`config.mk`:
```
export PLATFORM = sky130hd
export DESIGN_NAME = svc_rv_mem_arbiter
export DESIGN_NICKNAME = d
export VERILOG_FILES = /design/src/rtl/svc_rv_mem_arb_pkg.sv /design/src/rtl/svc_rv_mem_arb_port.sv /design/src/rtl/svc_rv_mem_arbiter.sv
export SDC_FILE = /design/constraint.sdc
export NUM_CORES = 1
export LEC_CHECK = 0
export BUFFER_PORTS_ARGS = -buffer_cell sky130_fd_sc_hd__buf_2
export CORE_MARGIN = 1.5
export CORE_UTILIZATION = 35
export DETAILED_ROUTE_END_ITERATION = 10
export RECOVER_POWER = 25
export SYNTH_ARGS = -nofsm -noshare
export SYNTH_HDL_FRONTEND = slang
export SYNTH_SLANG_ARGS = --single-unit
```
`constraint.sdc`:
```
create_clock -name clk -period 3.3 [get_ports clk]
set_input_delay 0.165 -clock clk [delete_from_list [all_inputs] [get_ports clk]]
set_output_delay 0.165 -clock clk [all_outputs]
set_load 0.02 [all_outputs]
```
`src/rtl/svc_rv_mem_arb_pkg.sv`:
```
// svc_rv_mem_arb_pkg: shared types and constants for the svc_rv memory arbiter
package svc_rv_mem_arb_pkg;
  typedef enum logic {OWN_I, OWN_D} owner_t;
  typedef enum logic {IDLE, WAIT} state_t;
  typedef struct packed {
    logic        we;
    logic [31:0] addr;
    logic [31:0] wdata;
    logic [3:0]  wstrb;
  } mem_req_t;
  localparam logic [31:0] NOP_INSN = 32'h00000013;
endpackage

```
`src/rtl/svc_rv_mem_arb_port.sv`:
```
// svc_rv_mem_arb_port: per-port pending latch, busy tracking and rdata hold
module svc_rv_mem_arb_port
  import svc_rv_mem_arb_pkg::*;
#(
  parameter int             AW       = 32,
  parameter int             DW       = 32,
  parameter logic [DW-1:0]  RST_DATA = '0
) (
  input  logic            clk,
  input  logic            rst_n,
  input  logic            req,
  input  logic            we,
  input  logic [AW-1:0]   addr,
  input  logic [DW-1:0]   wdata,
  input  logic [DW/8-1:0] wstrb,
  input  logic            accept,
  input  logic            resp,
  input  logic [DW-1:0]   resp_rdata,
  output logic            want,
  output logic            out_we,
  output logic [AW-1:0]   out_addr,
  output logic [DW-1:0]   out_wdata,
  output logic [DW/8-1:0] out_wstrb,
  output logic            stall,
  output logic [DW-1:0]   rdata
);
  logic            pend, busy, out_rd, take;
  logic            pend_we;
  logic [AW-1:0]   pend_addr;
  logic [DW-1:0]   pend_wdata, rdata_q;
  logic [DW/8-1:0] pend_wstrb;

  // the port frees up in its own response cycle, so a new request can ride along
  always_comb begin
    stall     = busy && !resp;
    take      = req && !stall;
    want      = pend || take;
    out_we    = pend ? pend_we : we;
    out_addr  = pend ? pend_addr : addr;
    out_wdata = pend ? pend_wdata : wdata;
    out_wstrb = pend ? pend_wstrb : wstrb;
    rdata     = (resp && out_rd) ? resp_rdata : rdata_q;
  end

  always_ff @(posedge clk) begin
    if (!rst_n) begin
      pend       <= 1'b0;
      busy       <= 1'b0;
      out_rd     <= 1'b0;
      pend_we    <= 1'b0;
      pend_addr  <= '0;
      pend_wdata <= '0;
      pend_wstrb <= '0;
      rdata_q    <= RST_DATA;
    end else begin
      pend <= (pend || take) && !accept;
      busy <= take || (busy && !resp);
      if (take) begin
        pend_we    <= we;
        pend_addr  <= addr;
        pend_wdata <= wdata;
        pend_wstrb <= wstrb;
      end
      if (accept) out_rd <= !out_we;
      if (resp && out_rd) rdata_q <= resp_rdata;
    end
  end
endmodule

```
`src/rtl/svc_rv_mem_arbiter.sv`:
```
// svc_rv_mem_arbiter: shares one backing memory port between svc_rv imem and dmem
module svc_rv_mem_arbiter
  import svc_rv_mem_arb_pkg::*;
#(
  parameter int AW          = 32,
  parameter int DW          = 32,
  parameter int D_BURST_MAX = 4
) (
  input  logic            clk,
  input  logic            rst_n,
  input  logic            imem_ren,
  input  logic [AW-1:0]   imem_raddr,
  output logic [DW-1:0]   imem_rdata,
  output logic            imem_stall,
  input  logic            dmem_ren,
  input  logic [AW-1:0]   dmem_raddr,
  output logic [DW-1:0]   dmem_rdata,
  input  logic            dmem_we,
  input  logic [AW-1:0]   dmem_waddr,
  input  logic [DW-1:0]   dmem_wdata,
  input  logic [DW/8-1:0] dmem_wstrb,
  output logic            dmem_stall,
  output logic            mem_req_valid,
  input  logic            mem_req_ready,
  output logic            mem_req_we,
  output logic [AW-1:0]   mem_req_addr,
  output logic [DW-1:0]   mem_req_wdata,
  output logic [DW/8-1:0] mem_req_wstrb,
  input  logic            mem_resp_valid,
  input  logic [DW-1:0]   mem_resp_rdata
);
  state_t          state;
  owner_t          owner, lock_own, gnt;
  logic            lock, resp_i, resp_d, acc;
  logic [3:0]      cnt;
  logic            i_want, i_we, d_want, d_we;
  logic [AW-1:0]   i_addr, d_addr;
  logic [DW-1:0]   i_wdata, d_wdata;
  logic [DW/8-1:0] i_wstrb, d_wstrb;

  // a stalled request keeps its grant until accepted
  always_comb begin
    resp_i        = mem_resp_valid && state == WAIT && owner == OWN_I;
    resp_d        = mem_resp_valid && state == WAIT && owner == OWN_D;
    gnt           = lock ? lock_own : (i_want && (!d_want || cnt == 4'(D_BURST_MAX))) ? OWN_I : OWN_D;
    mem_req_valid = rst_n && (state == IDLE || mem_resp_valid) && (i_want || d_want);
    acc           = mem_req_valid && mem_req_ready;
    mem_req_we    = gnt == OWN_I ? i_we : d_we;
    mem_req_addr  = gnt == OWN_I ? i_addr : d_addr;
    mem_req_wdata = gnt == OWN_I ? i_wdata : d_wdata;
    mem_req_wstrb = gnt == OWN_I ? i_wstrb : d_wstrb;
  end

  always_ff @(posedge clk) begin
    if (!rst_n) begin
      state    <= IDLE;
      owner    <= OWN_I;
      lock     <= 1'b0;
      lock_own <= OWN_I;
      cnt      <= '0;
    end else begin
      state    <= acc ? WAIT : mem_resp_valid ? IDLE : state;
      if (acc) owner <= gnt;
      lock     <= mem_req_valid && !mem_req_ready;
      lock_own <= gnt;
      cnt      <= (!i_want || (acc && gnt == OWN_I)) ? '0 : acc ? cnt + 4'd1 : cnt;
    end
  end

  svc_rv_mem_arb_port #(.AW(AW), .DW(DW), .RST_DATA(DW'(NOP_INSN))) u_imem (
    .clk        (clk),
    .rst_n      (rst_n),
    .req        (imem_ren),
    .we         (1'b0),
    .addr       (imem_raddr),
    .wdata      ('0),
    .wstrb      ('0),
    .accept     (acc && gnt == OWN_I),
    .resp       (resp_i),
    .resp_rdata (mem_resp_rdata),
    .want       (i_want),
    .out_we     (i_we),
    .out_addr   (i_addr),
    .out_wdata  (i_wdata),
    .out_wstrb  (i_wstrb),
    .stall      (imem_stall),
    .rdata      (imem_rdata)
  );

  svc_rv_mem_arb_port #(.AW(AW), .DW(DW), .RST_DATA('0)) u_dmem (
    .clk        (clk),
    .rst_n      (rst_n),
    .req        (dmem_ren || dmem_we),
    .we         (dmem_we),
    .addr       (dmem_we ? dmem_waddr : dmem_raddr),
    .wdata      (dmem_wdata),
    .wstrb      (dmem_wstrb),
    .accept     (acc && gnt == OWN_D),
    .resp       (resp_d),
    .resp_rdata (mem_resp_rdata),
    .want       (d_want),
    .out_we     (d_we),
    .out_addr   (d_addr),
    .out_wdata  (d_wdata),
    .out_wstrb  (d_wstrb),
    .stall      (dmem_stall),
    .rdata      (dmem_rdata)
  );
endmodule

```
==> impl_results.md, run 1 <==
* First-pass GRT wire length at 39000 um
* # IOs at 307
* Maxcap violations at 1
* Commonest non-fill, non-tap cell in the layout: buf_2
* I/O Buffers at 306
* CP max FO at 48
* CP Class: flip-flop to output pin
* Post-synthesis sequential area ratio at 0.422
* DRT antenna net count at 0
* FP Rows at 56
* Cell variety after synth at 41
* Count of final hold-check violations at 0
* Clock skew at 12.4 ps
* Vias in the first global route at 7554
* Clock sinks at 179
* Violated checks: max-capacitance violations, max-slew violations
* Gpl congestion at 0.784
* RSZ-0062 raised after global routing: false
* Final setup fails at 0
* Final Slew Violations at 26
* Slew of the pin with the lowest slew margin at 1950 ps
* H-tree Lvls at 4
* Outcome: finished with violations
* Via count at 7878
* Starting density of the core at 0.359
* Avg Cell Area, Syn at 8.60 um^2
* RR Endpoint: u_dmem.pend$_SDFF_PN0_
* WP data required at 3130 ps
* Synth Cell Area at 8500 um^2
* Worst path arrival time at 2570 ps
* Hpwl dp at 16800 um
* Worst r2r path cells at 5
* Diodes inserted at 0
* Hold path startpoint: dmem_ren
* VDD IR max at 0.312 mV
* Worst r2r src: u_imem.pend$_SDFF_PN0_
* Crit-path cells: a21boi_1, o31a_1, o31ai_4, buf_4, a211oi_1, a21oi_1, buf_2
* Synth warnings at 0
* Largest net degree at the start of global routing at 68
* Post-Synthesis Cells at 989
* Root buffer cell: clkbuf_16
* Setup TNS at 0 ps
* Power Density at 490 nW/um^2
* Clock latency at the later pin of the worst-skew pair at 420 ps
* Total track usage at 0.190
* First-pass detailed-route iteration total at 4
* Share of cells above drive strength 1 at 0.337
* Most frequent cells in the layout: buf_2 (304), nand2_1 (211), dfxtp_1 (177), a21oi_1 (137), mux2_2 (89)
* Final Cycle Share at 0.828
* Die W at 159 um
* CTS buffer count at 17
* Vias per cell at 4.74
* Initial drt markers at 429
* Max frequency at 366 MHz
* Worst Setup End Kind: output pin
* Wire per inst at 14.7 um
* Area Growth Syn to Fin at 36.3%
* Worst hold path type: primary input to flip-flop
* CTS max path bufs at 2
* CP Launch Type: flip-flop
* Wirelength, routed at 24400 um
* Die Footprint at 25200 um^2
* Syn_nets at 1162
* Fin cells at 1661
* Worst path max stage delay at 440 ps
* Height of the die at 159 um
* FF+latch count, synth at 179
* Core ar. at 23700 um^2
* Min cycle time layout at 2730 ps
* Layout Nets at 1502
* Hold path cells at 4
* GR Overflow Total at 0
* Slew headroom at -0.306
* Antenna violations before repair at 0
* Static Leak at 5.36 nW
* Post-Place Cells at 1559
* CP max-delay cell: dfxtp_1
* Clk slew on worst S/H paths at 70 ps
* CTS tree: built
* Top Family by Delay on Critical Path: compound AO/OA/AOI/OAI gates
* Drc violations at 0
* Hold path endpoint: u_dmem.pend_we$_SDFFE_PN0P_
* Worst Path Buf+Inv at 2
* R2R setup slack at 600 ps
layout make-up:
cell class	count	area (um^2)
clock buffer	19	443
clock inverter	13	156
fill	2329	12100
inverter	5	20.0
multi-input combinational	731	4600
sequential	179	3590
tap	319	399
timing repair buffer	395	2390
worst register-to-register path: stages (launching register included):
cell      delay [ps]
dfxtp_2          330
clkbuf_2        1010
nor3_1           300
a21boi_0         490
nand2_1          230
and3_1           240
synthesized netlist by cell type, drive strengths merged:
library cell    n  area share
mux2i          69       0.081
clkbuf         53       0.023
nand3b          1     0.00088
o31ai           5      0.0066
o21a            2      0.0018
nand4b          1      0.0010
ha              2      0.0029
nand3           4      0.0024
and3            2      0.0015
o31a            2      0.0021
o21ai           3      0.0018
nor2           49       0.022
nor4            1     0.00074
nand2         211       0.093
nand2b          2      0.0015
mux2           96        0.13
o2bb2ai         1      0.0010
a21oi         138       0.081
nor2b          36       0.026
nor3            1     0.00059
buf            21       0.013
a32oi           2      0.0021
and4b           1      0.0012
nand4           1     0.00074
o32ai           1      0.0010
dfxtp         179        0.42
a211oi         32       0.028
a22oi           1     0.00088
a21boi          2      0.0018
and2           61       0.045
inv             5      0.0022
or2             3      0.0022
nor3b           1     0.00088
state kept, by name, summed over array words and instances (netlist names):
register	cells
u_imem.pend_addr	32
u_dmem.pend_addr	32
lock	1
u_imem.pend	1
state	1
u_imem.out_rd	1
lock_own	1
u_dmem.out_rd	1
u_dmem.pend_we	1
u_dmem.pend	1
cnt	4
owner	1
u_dmem.busy	1
u_imem.rdata_q	32
u_dmem.pend_wdata	32
u_dmem.pend_wstrb	4
u_dmem.rdata_q	32
u_imem.busy	1
metrics by stage:
stage	power (mW)	area [um^2]	utilization	setup slack, ps	hold slack (ps)
global placement	3.62	10300	0.436	1090	340
global route	5.98	11600	0.489	352	80.0
CTS	5.77	11600	0.490	581	73.0
finish	5.68	11600	0.489	567	78.6
detailed placement	3.63	10300	0.436	1040	352
floorplan	3.18	8500	-	1380	237
worst max path at each step:
| stage | depth (start not counted) | end | start | slack, ps |
|---|---|---|---|---|
| detailed placement | 7 | mem_req_addr[20] | state$_SDFFE_PN0P_ | 1040 |
| CTS | 7 | mem_req_addr[20] | state$_SDFFE_PN0P_ | 580 |
| finish | 7 | mem_req_addr[20] | state$_SDFFE_PN0P_ | 570 |
| global placement | 5 | u_dmem.pend$_SDFF_PN0_ | u_imem.pend$_SDFF_PN0_ | 1090 |
| floorplan | 6 | mem_req_wdata[25] | state$_SDFFE_PN0P_ | 1380 |
| global route | 6 | u_dmem.pend_addr[6]$_SDFFE_PN0P_ | state$_SDFFE_PN0P_ | 350 |
what timing repair did:
item	CTS	global route
hold endpoints to repair	70	0
hold buffers	70	0
setup endpoints to repair	0	0
gates resized for setup	0	0
buffers inserted	0	0
cell families after synthesis:
| logic type | count (synthesis) | share of synthesized area |
|---|---|---|
| buf+inv | 79 | 0.0389 |
| simple gates | 375 | 0.200 |
| mux | 165 | 0.208 |
| compound gates | 189 | 0.128 |
| fa+ha+maj | 2 | 0.00294 |
| flops | 179 | 0.422 |
power by group:
part	leakage (nW)	total (mW)	internal (mW)	switching, mW
registers	1.46	2.30	2.25	0.0506
logic	3.60	1.33	0.519	0.811
clock network	0.291	2.05	1.10	0.943
layer usage:
metal	vias up	global-route usage	wire length [um]
met1	3580	0.237	11000
met2	246	0.318	11400
li1	4034	-	-
met5	-	0	0
met3	18	0.0580	1760
met4	0	0.0472	244
Note: power is estimated with default switching activity, not from simulation.
==> run 2: changes to the inputs <==
ABC_AREA = 1   (was not set)
clock period = 2.6 ns   (was 3.3 ns; I/O delays follow)
==> run 2 against run 1 <==
The flow now finishes without violations. Area after synthesis up 2.7%. Design area up 4.9%. Register-to-register slack worse by 300 ps. Hold slack worse by 47 ps. Die area up 2.6%. Clock skew up 1.8 ps. Via count up 13%. Non-clock buffer count up 31. Final cell count up 17%. Routed wire length up 4.9%. Critical endpoint unchanged. Largest cell class unchanged. Highest routed layer unchanged.
==> impl_results.md, run 2 <==
* Outcome: complete, no violations
* Mux cell area share after synthesis at 0.0734 (-0.135)
* Vias in the first global route at 8368 (+11%)
* Post-DP Area at 10500 um^2 (+1.6%)
* # IOs at 307 (unchanged)
* Post-synth EDFFs at 0 (unchanged)
* Via count at 8938 (+13%)
* Commonest non-fill, non-tap cell in the layout: buf_2
* Drc violations at 0 (unchanged)
* Most frequent cells in the layout: buf_2 (305), nor2_1 (246), dfxtp_1 (177), nand2_1 (164), inv_1 (146)
* Diodes inserted at 0 (unchanged)
* Worst Setup End Kind: output pin
* Maxcap violations at 0 (-1)
* Slew of the pin with the lowest slew margin at 1160 ps (-790 ps)
* Die W at 161 um (+1.3%)
* Clk slew on worst S/H paths at 70 ps (about the same)
* Total track usage at 0.194 (+0.00428)
* Post-CTS Setup Inserts at 0 (unchanged)
* VDD IR max at 0.352 mV (+13%)
* Max frequency at 420 MHz
* CP Class: flip-flop to output pin
* Worst r2r path cells at 8 (+3)
* CP max FO at 44 (-8.3%)
* CP Launch Type: flip-flop
* Area leader, netlist: dfxtp_1
* First-pass detailed-route iteration total at 7 (+3)
* Static Leak at 6.20 nW (+16%)
* Clock sinks at 179 (unchanged)
* Share of the synthesized area in the top cell type at 0.410 (-0.0111)
* Antenna violations before repair at 1 (+1)
* First-pass GRT wire length at 41000 um (+5.1%)
* Slew headroom at 0.228 (+0.534)
* Post-Synthesis Cells at 1243 (+26%)
* WP data required at 2470 ps (-660 ps)
* CTS buffer count at 17 (unchanged)
* Area Growth Syn to Fin at 39.3%
* Height of the die at 161 um (+1.3%)
* Cell variety after synth at 24 (-41%)
* Clock skew at 14.2 ps (+1.78 ps)
* Power Density at 604 nW/um^2 (+23%)
* Fraction of registers with async set/reset at 0 (unchanged)
* Final Cycle Share at 0.916
* Worst hold path type: primary input to flip-flop
* Post-Synth Adder-Cell Area at 0.00287 (-0.0000772)
* Main combinational cell family by area after synthesis: simple AND/OR/NAND/NOR gates
* Initial drt markers at 487 (+14%)
* FF+latch count, synth at 179 (unchanged)
* Layout Nets at 1775 (+18%)
* Syn_nets at 1416 (+22%)
* Starting density of the core at 0.358 (-0.00103)
* Largest net degree at the start of global routing at 101 (+49%)
* Wirelength, routed at 25600 um (+4.9%)
* Compound-gate portion of the synthesized area at 0.190 (+0.0611)
* Worst path arrival time at 2250 ps (-320 ps)
* Final setup fails at 0 (unchanged)
* Top cells by area, synth: dfxtp_1 (41%), nor2_1 (11%), o21ai_0 (7.7%)
* GR Overflow Total at 0 (unchanged)
* Share of cells above drive strength 1 at 0.246 (-0.0910)
* DRT antenna net count at 0 (unchanged)
* Min cycle time layout at 2380 ps
* Core ar. at 24400 um^2 (+3.0%)
* Final Slew Violations at 0 (-100%)
* Setup TNS at 0 ps (unchanged)
* Hold path cells at 3 (-1)
* FP Rows at 57 (+1.8%)
* Most common cell in the synthesized netlist: nor2_1
* Count of final hold-check violations at 0 (unchanged)
* Ys flop type: dfxtp_1
* Synth warnings at 0 (unchanged)
* I/O Buffers at 306 (unchanged)
* Clock latency at the later pin of the worst-skew pair at 420 ps (about the same)
* Die Footprint at 25900 um^2 (+2.6%)
* Vias per cell at 4.61 (-2.8%)
* CTS max path bufs at 2 (unchanged)
* Synth Cell Area at 8730 um^2 (+2.7%)
* Most frequent cells after synthesis: nor2_1 (245), dfxtp_1 (179), nand2_1 (162)
* Gpl congestion at 0.789 (+0.57%)
* XOR/XNOR share of the synthesized area at 0.00301 (+0.00301)
* H-tree Lvls at 4 (unchanged)
* Avg Cell Area, Syn at 7.02 um^2 (-18%)
* RSZ-0062 raised after global routing: false
* Root buffer cell: clkbuf_16
* Hpwl dp at 16900 um (+0.51%)
* CTS tree: built
* Wire per inst at 13.2 um (-10%)
* Post-synthesis sequential area ratio at 0.410 (-0.0111)
* Post-Synth Simple-Gate Area at 0.212 (+0.0120)
* Fin area at 12200 um^2 (+4.9%)
[run 2: changes by cell type after synthesis, moves of 29 or more]
cell,previous run,this run
nor2_1,49,245
inv_1,4,146
o21ai_0,2,134
mux2_2,96,0
and2_1,61,0
nand2_1,211,162
a21oi_1,138,101
nor2b_1,36,0
a211oi_1,32,61
[run 2: worst paths after layout]
kind | startpoint | endpoint | slack (ps)
hold reg to reg | u_imem.rdata_q[1]$_SDFF_PN1_ | u_imem.rdata_q[1]$_SDFF_PN1_ | 460
setup / recovery | state$_SDFFE_PN0P_ | mem_req_addr[20] | 220
hold / removal | dmem_ren | u_dmem.busy$_SDFF_PN0_ | 30
setup reg to reg | state$_SDFFE_PN0P_ | u_dmem.pend_addr[26]$_SDFFE_PN0P_ | 300
[run 2: power by group]
| group | total [mW] | switching [mW] | internal (mW) |
|---|---|---|---|
| combinational | 1.67 | 1.03 | 0.645 |
| clock | 2.71 | 1.21 | 1.50 |
| sequential | 2.97 | 0.0766 | 2.89 |
[run 2: timing repair]
item | CTS | global route
pin swaps | 0 | 1
endpoints found under the hold margin | 105 | 0
gates resized for setup | 1 | 2
hold buffers | 103 | 0
setup endpoints to repair | 1 | 13
cloned | 0 | 2
[run 2: worst max-delay path: stages, from the launching register on]
cell and delay, ps:
dfxtp_1 350, nand3_1 90, nand2_1 110, nand2_1 150, nand2_2 80, nand2_1 100
nand3_4 150, nand2_8 180, buf_12 230, nor2_1 60, a21oi_1 140, buf_2 190
[run 2: kinds of logic (layout without fill, tap and decap cells)]
group           count (synthesis)  in the layout
mux                            64             64
buf+inv                       236            606
flops                         179            179
simple gates                  460            462
xor+xnor                        3              3
fa+ha+maj                       2              2
compound gates                299            299
[run 2: final cells by class]
| class | instances | area [um^2] |
|---|---|---|
| Clock inverter | 14 | 183 |
| Inverter | 148 | 557 |
| Fill cell | 2433 | 12200 |
| Sequential cell | 179 | 3590 |
| Multi-Input combinational cell | 830 | 4240 |
| Clock buffer | 18 | 439 |
| Tap cell | 324 | 405 |
| Timing Repair Buffer | 426 | 2750 |
[run 2: layer usage]
| layer | track usage | routed length [um] |
|---|---|---|
| met4 | 0.0644 | 412 |
| met5 | 0 | 0 |
| met2 | 0.340 | 12300 |
| met3 | 0.0356 | 1310 |
| met1 | 0.240 | 11600 |
[run 2: metrics by stage]
stage / power, mW / std cells / hold WS (ps) / setup slack, ps / utilization
detailed placement: 4.56 / 1802 / 379 / 465 / 0.430
finish: 7.35 / 1939 / 31.6 / 219 / 0.499
CTS: 7.42 / 1937 / 7.63 / 68.6 / 0.498
floorplan: 4.02 / 1243 / 202 / 922 / -
global placement: 4.55 / 1802 / 374 / 544 / 0.430
global route: 7.75 / 1939 / 20.9 / 34.4 / 0.499
